`src/rtl/io_pkg.sv`:
```
// io_pkg: shared definitions for the memory-mapped I/O port bank.
// Holds the register offsets inside the 32-byte bank window and the
// decoder's register-select enum.
package io_pkg;

   // Byte offsets relative to IO_BASE. The INPORT_i registers sit at INPORT_OFS + 4*i.
   localparam logic [4:0] INPORT_OFS   = 5'h00;
   localparam logic [4:0] STATUS_OFS   = 5'h10;
   localparam logic [4:0] OUTPORT_OFS  = 5'h14;
   localparam logic [4:0] IRQ_MASK_OFS = 5'h18;

   typedef enum logic [2:0] {
      SEL_INPORT,
      SEL_STATUS,
      SEL_OUTPORT,
      SEL_MASK,
      SEL_NONE
   } io_reg_sel_t;

endpackage

```
`src/rtl/io_port_bank_if.sv`:
```
// io_port_bank_if: memory-bus bundle between the datapath and the I/O bank.
//   addr, rd_en, wr_en, wr_data : driven by the datapath (master)
//   rd_data, hit                : driven by the bank (slave)
interface io_port_bank_if #(
   parameter int unsigned WIDTH = 32
);
   logic [WIDTH-1:0] addr;
   logic             rd_en;
   logic             wr_en;
   logic [WIDTH-1:0] wr_data;
   logic [WIDTH-1:0] rd_data;
   logic             hit;

   modport master (
      output addr, rd_en, wr_en, wr_data,
      input  rd_data, hit
   );

   modport slave (
      input  addr, rd_en, wr_en, wr_data,
      output rd_data, hit
   );
endinterface

```
`src/rtl/button_debouncer.sv`:
```
// button_debouncer: two-flop synchroniser followed by a counting debouncer.
//   clk, rst   : clock, synchronous active-high reset
//   btn_raw    : raw asynchronous button
//   level      : debounced level
//   rise_pulse : registered one-cycle pulse on each debounced rising edge
module button_debouncer #(
   parameter int unsigned DEBOUNCE_CYCLES = 4
) (
   input  logic clk,
   input  logic rst,
   input  logic btn_raw,
   output logic level,
   output logic rise_pulse
);

   localparam int unsigned CntW = $clog2(DEBOUNCE_CYCLES + 1);

   logic            sync1_q, sync2_q;
   logic            level_q, level_d;
   logic            rise_q, rise_d;
   logic [CntW-1:0] cnt_q, cnt_d;

   // Once the count has reached the threshold the level flips on the following edge,
   // whatever the input does in that cycle.
   always_comb begin
      level_d = level_q;
      cnt_d   = cnt_q;
      rise_d  = 1'b0;
      if (cnt_q == CntW'(DEBOUNCE_CYCLES)) begin
         level_d = ~level_q;
         cnt_d   = '0;
         rise_d  = ~level_q;
      end else if (sync2_q != level_q) begin
         cnt_d = cnt_q + 1'b1;
      end else begin
         cnt_d = '0;
      end
   end

   always_ff @(posedge clk) begin
      if (rst) begin
         sync1_q <= 1'b0;
         sync2_q <= 1'b0;
         level_q <= 1'b0;
         rise_q  <= 1'b0;
         cnt_q   <= '0;
      end else begin
         sync1_q <= btn_raw;
         sync2_q <= sync1_q;
         level_q <= level_d;
         rise_q  <= rise_d;
         cnt_q   <= cnt_d;
      end
   end

   assign level      = level_q;
   assign rise_pulse = rise_q;

endmodule

```
`src/rtl/io_port_bank.sv`:
```
// io_port_bank: memory-mapped bank of button-latched input ports, a status
// (new-data) register, an interrupt mask and an output port.
//   clk, rst : clock, synchronous active-high reset
//   buttons  : raw push-buttons, one per input port
//   switches : raw switch levels captured into INPORT_i on a button press
//   bus      : memory bus (slave side); rd_data is registered, hit is combinational
//   outport  : output port register; leds mirror its low bits
//   irq      : registered |(valid & mask)
module io_port_bank
   import io_pkg::*;
#(
   parameter int unsigned      WIDTH           = 32,
   parameter int unsigned      NUM_INPORTS     = 2,
   parameter int unsigned      SW_WIDTH        = 10,
   parameter int unsigned      LED_WIDTH       = 10,
   parameter int unsigned      DEBOUNCE_CYCLES = 4,
   parameter logic [WIDTH-1:0] IO_BASE         = 32'h0000FFE0
) (
   input  logic                   clk,
   input  logic                   rst,
   input  logic [NUM_INPORTS-1:0] buttons,
   input  logic [SW_WIDTH-1:0]    switches,
   io_port_bank_if.slave          bus,
   output logic [WIDTH-1:0]       outport,
   output logic [LED_WIDTH-1:0]   leds,
   output logic                   irq
);

   logic [WIDTH-1:0]       offset;
   io_reg_sel_t            sel;
   logic [1:0]             port_idx;
   logic                   hit;
   logic [WIDTH-1:0]       rd_val;
   logic [NUM_INPORTS-1:0] btn_level, btn_rise, cap, rd_port;

   logic [WIDTH-1:0]       inport_q [NUM_INPORTS];
   logic [WIDTH-1:0]       inport_d [NUM_INPORTS];
   logic [NUM_INPORTS-1:0] valid_q, valid_d;
   logic [NUM_INPORTS-1:0] mask_q, mask_d;
   logic [WIDTH-1:0]       outport_q, outport_d;
   logic [WIDTH-1:0]       rd_data_q, rd_data_d;
   logic                   irq_q, irq_d;

   for (genvar g = 0; g < NUM_INPORTS; g++) begin : g_btn
      button_debouncer #(
         .DEBOUNCE_CYCLES(DEBOUNCE_CYCLES)
      ) u_debouncer (
         .clk       (clk),
         .rst       (rst),
         .btn_raw   (buttons[g]),
         .level     (btn_level[g]),
         .rise_pulse(btn_rise[g])
      );
   end

   // The pulse is always issued while the level is high; gating keeps a stray pulse
   // from ever capturing once the button has been released.
   assign cap = btn_rise & btn_level;

   // Address decode. IO_BASE is 32-byte aligned, so offset[1:0] equals addr[1:0].
   assign offset   = bus.addr - IO_BASE;
   assign port_idx = offset[3:2];

   always_comb begin
      sel = SEL_NONE;
      if (offset[WIDTH-1:5] == '0 && offset[1:0] == 2'b00) begin
         if (offset[4] == INPORT_OFS[4]) begin
            if (32'(port_idx) < NUM_INPORTS) sel = SEL_INPORT;
         end else begin
            unique case (offset[4:0])
               STATUS_OFS:   sel = SEL_STATUS;
               OUTPORT_OFS:  sel = SEL_OUTPORT;
               IRQ_MASK_OFS: sel = SEL_MASK;
               default:      sel = SEL_NONE;
            endcase
         end
      end
   end

   assign hit = (sel != SEL_NONE);

   always_comb begin
      rd_port = '0;
      for (int i = 0; i < NUM_INPORTS; i++) begin
         rd_port[i] = bus.rd_en && (sel == SEL_INPORT) && (port_idx == 2'(i));
      end
   end

   always_comb begin
      rd_val = '0;
      unique case (sel)
         SEL_INPORT: begin
            for (int i = 0; i < NUM_INPORTS; i++) begin
               if (port_idx == 2'(i)) rd_val = inport_q[i];
            end
         end
         SEL_STATUS:  rd_val = WIDTH'(valid_q);
         SEL_OUTPORT: rd_val = outport_q;
         SEL_MASK:    rd_val = WIDTH'(mask_q);
         default:     rd_val = '0;
      endcase
   end

   // A capture beats a read-clear of the same port so a press is never lost.
   always_comb begin
      inport_d = inport_q;
      valid_d  = valid_q;
      for (int i = 0; i < NUM_INPORTS; i++) begin
         if (cap[i]) begin
            inport_d[i] = WIDTH'(switches);
            valid_d[i]  = 1'b1;
         end else if (rd_port[i]) begin
            valid_d[i] = 1'b0;
         end
      end
      outport_d = outport_q;
      mask_d    = mask_q;
      if (bus.wr_en && sel == SEL_OUTPORT) outport_d = bus.wr_data;
      if (bus.wr_en && sel == SEL_MASK)    mask_d    = bus.wr_data[NUM_INPORTS-1:0];
      rd_data_d = (bus.rd_en && hit) ? rd_val : rd_data_q;
      irq_d     = |(valid_q & mask_q);
   end

   always_ff @(posedge clk) begin
      if (rst) begin
         for (int i = 0; i < NUM_INPORTS; i++) inport_q[i] <= '0;
         valid_q   <= '0;
         mask_q    <= '0;
         outport_q <= '0;
         rd_data_q <= '0;
         irq_q     <= 1'b0;
      end else begin
         inport_q  <= inport_d;
         valid_q   <= valid_d;
         mask_q    <= mask_d;
         outport_q <= outport_d;
         rd_data_q <= rd_data_d;
         irq_q     <= irq_d;
      end
   end

   assign bus.hit     = hit;
   assign bus.rd_data = rd_data_q;
   assign outport     = outport_q;
   assign leds        = outport_q[LED_WIDTH-1:0];
   assign irq         = irq_q;

endmodule

```
`src/flat_wrapper.sv`:
```
// flat-port wrapper written by rule: the top's interface ports become plain ports
module io_port_bank_flat import io_pkg::*;
#(
   parameter int unsigned      WIDTH           = 32,
   parameter int unsigned      NUM_INPORTS     = 2,
   parameter int unsigned      SW_WIDTH        = 10,
   parameter int unsigned      LED_WIDTH       = 10,
   parameter int unsigned      DEBOUNCE_CYCLES = 4,
   parameter logic [WIDTH-1:0] IO_BASE         = 32'h0000FFE0
)
  (clk, rst, buttons, switches, outport, leds, irq, bus_addr, bus_rd_en, bus_wr_en, bus_wr_data, bus_rd_data, bus_hit);
  io_port_bank_if #(.WIDTH(WIDTH)) bus_i ();
  input  logic clk;
  input  logic rst;
  input  logic [NUM_INPORTS-1:0] buttons;
  input  logic [SW_WIDTH-1:0] switches;
  output logic [WIDTH-1:0] outport;
  output logic [LED_WIDTH-1:0] leds;
  output logic irq;
  input wire logic [$bits(bus_i.addr)-1:0] bus_addr;
  input wire logic [$bits(bus_i.rd_en)-1:0] bus_rd_en;
  input wire logic [$bits(bus_i.wr_en)-1:0] bus_wr_en;
  input wire logic [$bits(bus_i.wr_data)-1:0] bus_wr_data;
  output wire logic [$bits(bus_i.rd_data)-1:0] bus_rd_data;
  output wire logic [$bits(bus_i.hit)-1:0] bus_hit;
  assign bus_i.addr = bus_addr;
  assign bus_i.rd_en = bus_rd_en;
  assign bus_i.wr_en = bus_wr_en;
  assign bus_i.wr_data = bus_wr_data;
  assign bus_rd_data = bus_i.rd_data;
  assign bus_hit = bus_i.hit;
  io_port_bank #(.WIDTH(WIDTH), .NUM_INPORTS(NUM_INPORTS), .SW_WIDTH(SW_WIDTH), .LED_WIDTH(LED_WIDTH), .DEBOUNCE_CYCLES(DEBOUNCE_CYCLES), .IO_BASE(IO_BASE)) u_core (.clk(clk), .rst(rst), .buttons(buttons), .switches(switches), .bus(bus_i), .outport(outport), .leds(leds), .irq(irq));
endmodule
```
`config.mk`:
```
export PLATFORM = sky130hd
export DESIGN_NAME = io_port_bank_flat
export DESIGN_NICKNAME = d
export VERILOG_FILES = /design/src/rtl/io_pkg.sv /design/src/rtl/io_port_bank_if.sv /design/src/rtl/button_debouncer.sv /design/src/rtl/io_port_bank.sv /design/src/flat_wrapper.sv
export SDC_FILE = /design/constraint.sdc
export NUM_CORES = 1
export LEC_CHECK = 0
export BUFFER_PORTS_ARGS = -buffer_cell sky130_fd_sc_hd__buf_2
export CORE_MARGIN = 5
export CORE_UTILIZATION = 35
export CTS_BUF_LIST = sky130_fd_sc_hd__clkbuf_8 sky130_fd_sc_hd__clkbuf_16
export DETAILED_ROUTE_END_ITERATION = 12
export GPL_TIMING_DRIVEN = 0
export PLACE_DENSITY_LB_ADDON = 0.2
export REMOVE_ABC_BUFFERS = 1
export SKIP_CTS_REPAIR_TIMING = 1
export SYNTH_ARGS = -nofsm -noshare
export SYNTH_HDL_FRONTEND = slang
export SYNTH_HIERARCHICAL = 1
export SYNTH_SLANG_ARGS = --single-unit
```
`constraint.sdc`:
```
create_clock -name clk -period 4.1 [get_ports clk]
set_clock_uncertainty 0.1 [all_clocks]
set_input_delay 0.41 -clock clk [delete_from_list [all_inputs] [get_ports clk]]
set_output_delay 0.41 -clock clk [all_outputs]
set_load 0.05 [all_outputs]
```
==> results of run 1 <==
[stage by stage]
step	setup TNS, ns	instances	total power (W)
floorplan	-29.13	474	0.001072
finish	0	835	0.001919
detailed placement	0	819	0.001148
global route	0	835	0.002011
global placement	-177.05	809	0.001142
CTS	0	835	0.001958
[power breakdown]
| part | internal (W) | switching [W] | total (W) |
|---|---|---|---|
| combinational | 0.0000607 | 0.0000597 | 0.000120 |
| clock | 0.000426 | 0.000369 | 0.000795 |
| sequential | 0.00100 | 0.00000101 | 0.00100 |
[layout by cell type, fill, tap and decap left out, types with 2 or more instances in the layout]
cell type / n
buf_2: 154
dfxtp_1: 103
nand2b_1: 90
mux2i_1: 61
nand2_1: 47
nand3b_1: 24
a21oi_1: 24
nor2b_1: 16
nor2_1: 14
a22oi_1: 11
mux2_1: 10
clkbuf_16: 9
inv_1: 8
mux2_2: 8
buf_6: 8
nor3_1: 5
nor4_1: 4
ha_1: 4
clkinv_2: 3
o21ai_0: 3
or4_1: 3
o211ai_1: 3
and4_1: 2
nand3_1: 2
nor4_4: 2
o22ai_1: 2
and2_1: 2
o21bai_1: 2
a21bo_2: 2
or3b_1: 2
xnor2_1: 2
a211oi_2: 2
a2111oi_1: 2
nor4bb_1: 2
[area by class of cell]
class	instances	area, um2	share of cell area, %
clock buffer	10	239.0	3.924
inverter	7	26.28	0.4315
multi-input combinational	364	2590	42.53
clock inverter	6	36.28	0.5958
timing repair buffer	165	910.9	14.96
sequential	103	2062	33.86
tap	180	225.2	3.698
[registers in the layout, indices dropped and copies added, names as in the netlist]
register / count
u_core/valid_q: 2
u_core/irq: 1
u_core/outport: 32
u_core/g_btn.u_debouncer/sync1_q: 2
u_core/mask_q: 2
u_core/g_btn.u_debouncer/cnt_q: 6
u_core/g_btn.u_debouncer/sync2_q: 2
u_core/bus.rd_data: 32
u_core/g_btn.u_debouncer/level: 2
u_core/inport_q: 20
u_core/g_btn.u_debouncer/rise_pulse: 2
[cell families (layout without fill, tap and decap cells)]
group / after synthesis / after routing / share of synthesized area (%)
AOI/OAI and AO/OA: 56 / 56 / 7.753
xor gates and xnor gates: 2 / 2 / 0.3571
adders and majority gates: 4 / 4 / 1.020
buffers and inverters: 49 / 188 / 5.279
DFF: 103 / 103 / 42.03
muxes: 79 / 79 / 16.58
and+or+nand+nor: 223 / 223 / 26.98
[routing by layer]
layer | track usage [%] | routed length, um
met5 | 0 | 0
met4 | 5.493 | 155
met3 | 3.487 | 892
met2 | 25.80 | 6104
met1 | 18.46 | 5428
[worst paths after layout]
| path | from | end | depth (start not counted) |
|---|---|---|---|
| setup / recovery | bus_addr[18] | u_core/bus.rd_data[5] | 8 |
| hold / removal | buttons[0] | u_core/g_btn[0].u_debouncer/sync1_q | 2 |
| setup reg to reg | u_core/g_btn[1].u_debouncer/cnt_q[0] | u_core/g_btn[1].u_debouncer/cnt_q[2] | 4 |
| hold reg to reg | u_core/g_btn[1].u_debouncer/sync1_q | u_core/g_btn[1].u_debouncer/sync2_q | 1 |
==> results.json, run 1 <==
{
  "nets": 734,
  "die_h_um": 128.4,
  "cap_violations": 0,
  "hold_viol": 0,
  "clockBufferDepth": 2,
  "antenna_left": 0,
  "status": "finished clean",
  "max_stage_delay_ns": 0.82,
  "wirelength_mm": 12.58,
  "grt_use_total_pct": 15.06,
  "area_growth_syn_to_layout_pct": 24.13,
  "async_flop_share_pct": 0,
  "synth_common_cells": "dfxtp_1, nand2b_1, mux2i_1, nand2_1, clkbuf_1",
  "drv_slew": 0,
  "crit_family": "simple AND/OR/NAND/NOR gates",
  "clk_pin_slew_ns": 0.07,
  "coreArea_um2": 13830,
  "layout_setup_ws_ns": 0.7433,
  "clock-sinks": 103,
  "viasPerCell": 4.837,
  "start_util_pct": 35.48,
  "grt_pass1_vias": 3993,
  "grt_first_pass_wirelength_mm": 19.83,
  "hold_path.class": "input pin to register",
  "globalplace.congestion": 0.8170,
  "cts_buffers": 9,
  "initialDrtViolationCount": 257,
  "worstSetupEndpointType": "register",
  "critPathRequiredTime_ns": 4.23,
  "grt.overflow.total": 0,
  "vias": 4039,
  "ys_seq_elements": 103,
  "crit_path_cell_trace": "buf_2, or2_1, or4_1, or4_1, nor4_4, buf_6, buf_6, mux2_1",
  "cts_tree": "built",
  "yosysMostFrequentCell": "dfxtp_1",
  "dpl.hpwl_mm": 9.217,
  "yosysTopAreaCellShare_pct": 42.03,
  "synth_edf_count": 0,
  "max-vdd-ir-drop_uv": 217.8,
  "p_leak_nw": 2.463,
  "relSlewSlack_pct": 30.56,
  "critPathLaunchType": "input pin",
  "worstPathArrival_ns": 3.48,
  "crit_type": "input pin to register",
  "grt_max_degree": 95,
  "worst_pin_slew_ns": 1.038,
  "finalCriticalPeriod_ns": 3.357,
  "pin_count": 156,
  "worstPathBufferInverterCount": 3,
  "synth_top_area_cell": "dfxtp_1",
  "synthDistinctLibCells": 46,
  "synth_seq_area_share_pct": 42.03,
  "avgSynthCellArea_um2": 9.508,
  "crit_fanout": 10,
  "antennaDiodeCount": 0,
  "wl_per_cell_um": 15.07,
  "setup_viol": 0,
  "die_area_um2": 16490,
  "clock_latency_ns": 0.34,
  "synthFlopType": "dfxtp_1",
  "place_area_um2": 5814,
  "fin_util_pct": 44.04,
  "drcViolationCount": 0,
  "drt_pass1_iterations": 5,
  "drive_above_1_share_pct": 29.92,
  "synth_warnings": 6,
  "preCtsSetupSlack_ns": 0.3775,
  "rsz0062_at_grt": "no",
  "fin_hold_ws_ns": 0.1801,
  "io_buffers": 155,
  "antenna_found_initial": 0,
  "fin_crit_sh_pct": 81.87,
  "synth_cells": 516,
  "power_density_nw_per_um2": 315.1,
  "die-width_um": 128.4,
  "slowest_stage": "nor4_4",
  "num_rows": 43,
  "root_buffer": "clkbuf_16",
  "htree_levels": 3,
  "synth_area_um2": 4906,
  "max_freq_ghz": 0.2979,
  "synth_area_leaders": "dfxtp_1, mux2i_1, nand2b_1",
  "n_fill_cell": 1375,
  "fin_area_um2": 6090,
  "r2r_setup_slack_ns": 2.65
}
Power figures use the tool's default switching activity.
==> inputs of run 2 (changes only) <==
==> constraint.sdc (replaced) <==
create_clock -name clk -period 3 [get_ports clk]
set_clock_uncertainty 0.1 [all_clocks]
set_input_delay 0.3 -clock clk [delete_from_list [all_inputs] [get_ports clk]]
set_output_delay 0.3 -clock clk [all_outputs]
set_load 0.05 [all_outputs]
==> run 2 against run 1 <==
  * Clock power up 37%
  * Die area unchanged
  * Via count up 0.37%
  * Global-route usage unchanged
  * Worst hold slack worse by 0.11 ns
  * Highest routed layer unchanged
==> results.json, run 2 (synthesis results as in run 1) <==
{
  "status": "finished clean",
  "layout_common_cells": "buf_2, dfxtp_1, nand2b_1",
  "clock-sinks": 103,
  "die-width_um": 128.4,
  "worstSetupEndpointType": "register",
  "grt_max_degree": 95,
  "crit_path_cell_trace": "buf_2, or2_1, or4_1, or4_4, nor4_4, buf_6, buf_6, mux2i_1",
  "globalplace.congestion": 0.8170,
  "hold_path.class": "input pin to register",
  "start_util_pct": 35.48,
  "die_h_um": 128.4,
  "rsz0062_at_grt": "no",
  "final_common_cell": "buf_2",
  "layout_setup_ws_ns": 0.1145,
  "power_density_nw_per_um2": 425.8,
  "htree_levels": 3,
  "p_int_w": 0.002035,
  "fin_util_pct": 44.54,
  "wl_per_cell_um": 14.95,
  "dpl.hpwl_mm": 9.217,
  "clock_latency_ns": 0.34,
  "p_leak_nw": 2.504,
  "io_buffers": 155,
  "antenna_found_initial": 0,
  "max_freq_ghz": 0.3466,
  "combPwrFrac_pct": 6.3,
  "drive_above_1_share_pct": 31.12,
  "fin_crit_sh_pct": 96.18,
  "num_rows": 43,
  "setup_viol": 0,
  "antennaDiodeCount": 0,
  "worstPathArrival_ns": 3.05,
  "max_stage_delay_ns": 0.64,
  "vias": 4054,
  "hold_viol": 0,
  "power.switching_w": 0.0005871,
  "cap_violations": 0,
  "fin_hold_ws_ns": 0.06979,
  "relSlewSlack_pct": 32.82,
  "grt.overflow.total": 0,
  "drt_pass1_iterations": 5,
  "clockBufferDepth": 2,
  "crit_fanout": 10,
  "swShare_pct": 22.39,
  "drcViolationCount": 0,
  "grt_pass1_vias": 3993,
  "finalCriticalPeriod_ns": 2.886,
  "clkPwrFrac_pct": 41.4,
  "die_area_um2": 16490,
  "max-vdd-ir-drop_uv": 298.6,
  "critPathLaunchType": "input pin",
  "area_growth_syn_to_layout_pct": 25.53,
  "cts_buffers": 9,
  "critPathRequiredTime_ns": 3.17,
  "coreArea_um2": 13830,
  "initialDrtViolationCount": 247,
  "drv_slew": 0,
  "crit_type": "input pin to register",
  "viasPerCell": 4.815,
  "n_fill_cell": 1368,
  "slowest_stage": "nor4_4",
  "antenna_left": 0,
  "grt_first_pass_wirelength_mm": 19.83,
  "cts_tree": "built",
  "root_buffer": "clkbuf_16",
  "worst_pin_slew_ns": 1.004,
  "crit_top_cell": "buf_6",
  "wirelength_mm": 12.59,
  "clk_pin_slew_ns": 0.07,
  "pin_count": 156,
  "nets": 741,
  "grt_use_total_pct": 15.06,
  "preCtsSetupSlack_ns": -0.6125,
  "power_frac_seq_pct": 52.3
}
[run 2: critical path: cells and delay by family]
kind	cells	cell delay, ns
multiplexers	1	0.22
AND/OR/NAND/NOR	4	1.97
buffers and inverters	3	0.56
[run 2: path summary, 6_finish.rpt]
kind,cells past startpoint,from,endpoint,slack (ns)
setup / recovery,8,bus_addr[18],u_core/outport[29],0.11
hold / removal,2,buttons[0],u_core/g_btn[0].u_debouncer/sync1_q,0.07
setup reg to reg,4,u_core/g_btn[1].u_debouncer/cnt_q[0],u_core/g_btn[1].u_debouncer/cnt_q[2],1.55
hold reg to reg,1,u_core/g_btn[1].u_debouncer/sync1_q,u_core/g_btn[1].u_debouncer/sync2_q,0.34
[run 2: power groups by stage]
stage	sequential, W	clock (W)	combinational, W
CTS	0.00137	0.00114	0.000166
finish	0.00137	0.00109	0.000165
floorplan	0.00140	0	0.0000623
detailed placement	0.00140	0	0.000166
global placement	0.00140	0	0.000158
global route	0.00137	0.00119	0.000184
[run 2: layer usage]
layer | vias to the layer above | GRT usage (%) | wire length, um
met3 | 13 | 3.487 | 895
li1 | 2038 | - | -
met2 | 113 | 25.80 | 6145
met1 | 1890 | 18.46 | 5375
met5 | - | 0 | 0
met4 | 0 | 5.493 | 169
[run 2: layout make-up]
type | count | area [um2] | area share, %
clock inverter | 6 | 36.28 | 0.5892
multi-input combinational | 364 | 2604 | 42.28
timing repair buffer | 172 | 965.9 | 15.68
tap | 180 | 225.2 | 3.657
sequential | 103 | 2062 | 33.48
inverter | 7 | 26.28 | 0.4267
clock buffer | 10 | 239.0 | 3.881
[run 2: stage by stage]
step	setup TNS, ns	power, W	std cells	cell area [um2]
detailed placement	-16.40	0.001569	819	5814
CTS	-1.239	0.002676	835	6090
global route	0	0.002749	842	6158
global placement	-240.53	0.001561	809	5674
floorplan	-80.37	0.001465	474	4673
finish	0	0.002622	842	6158
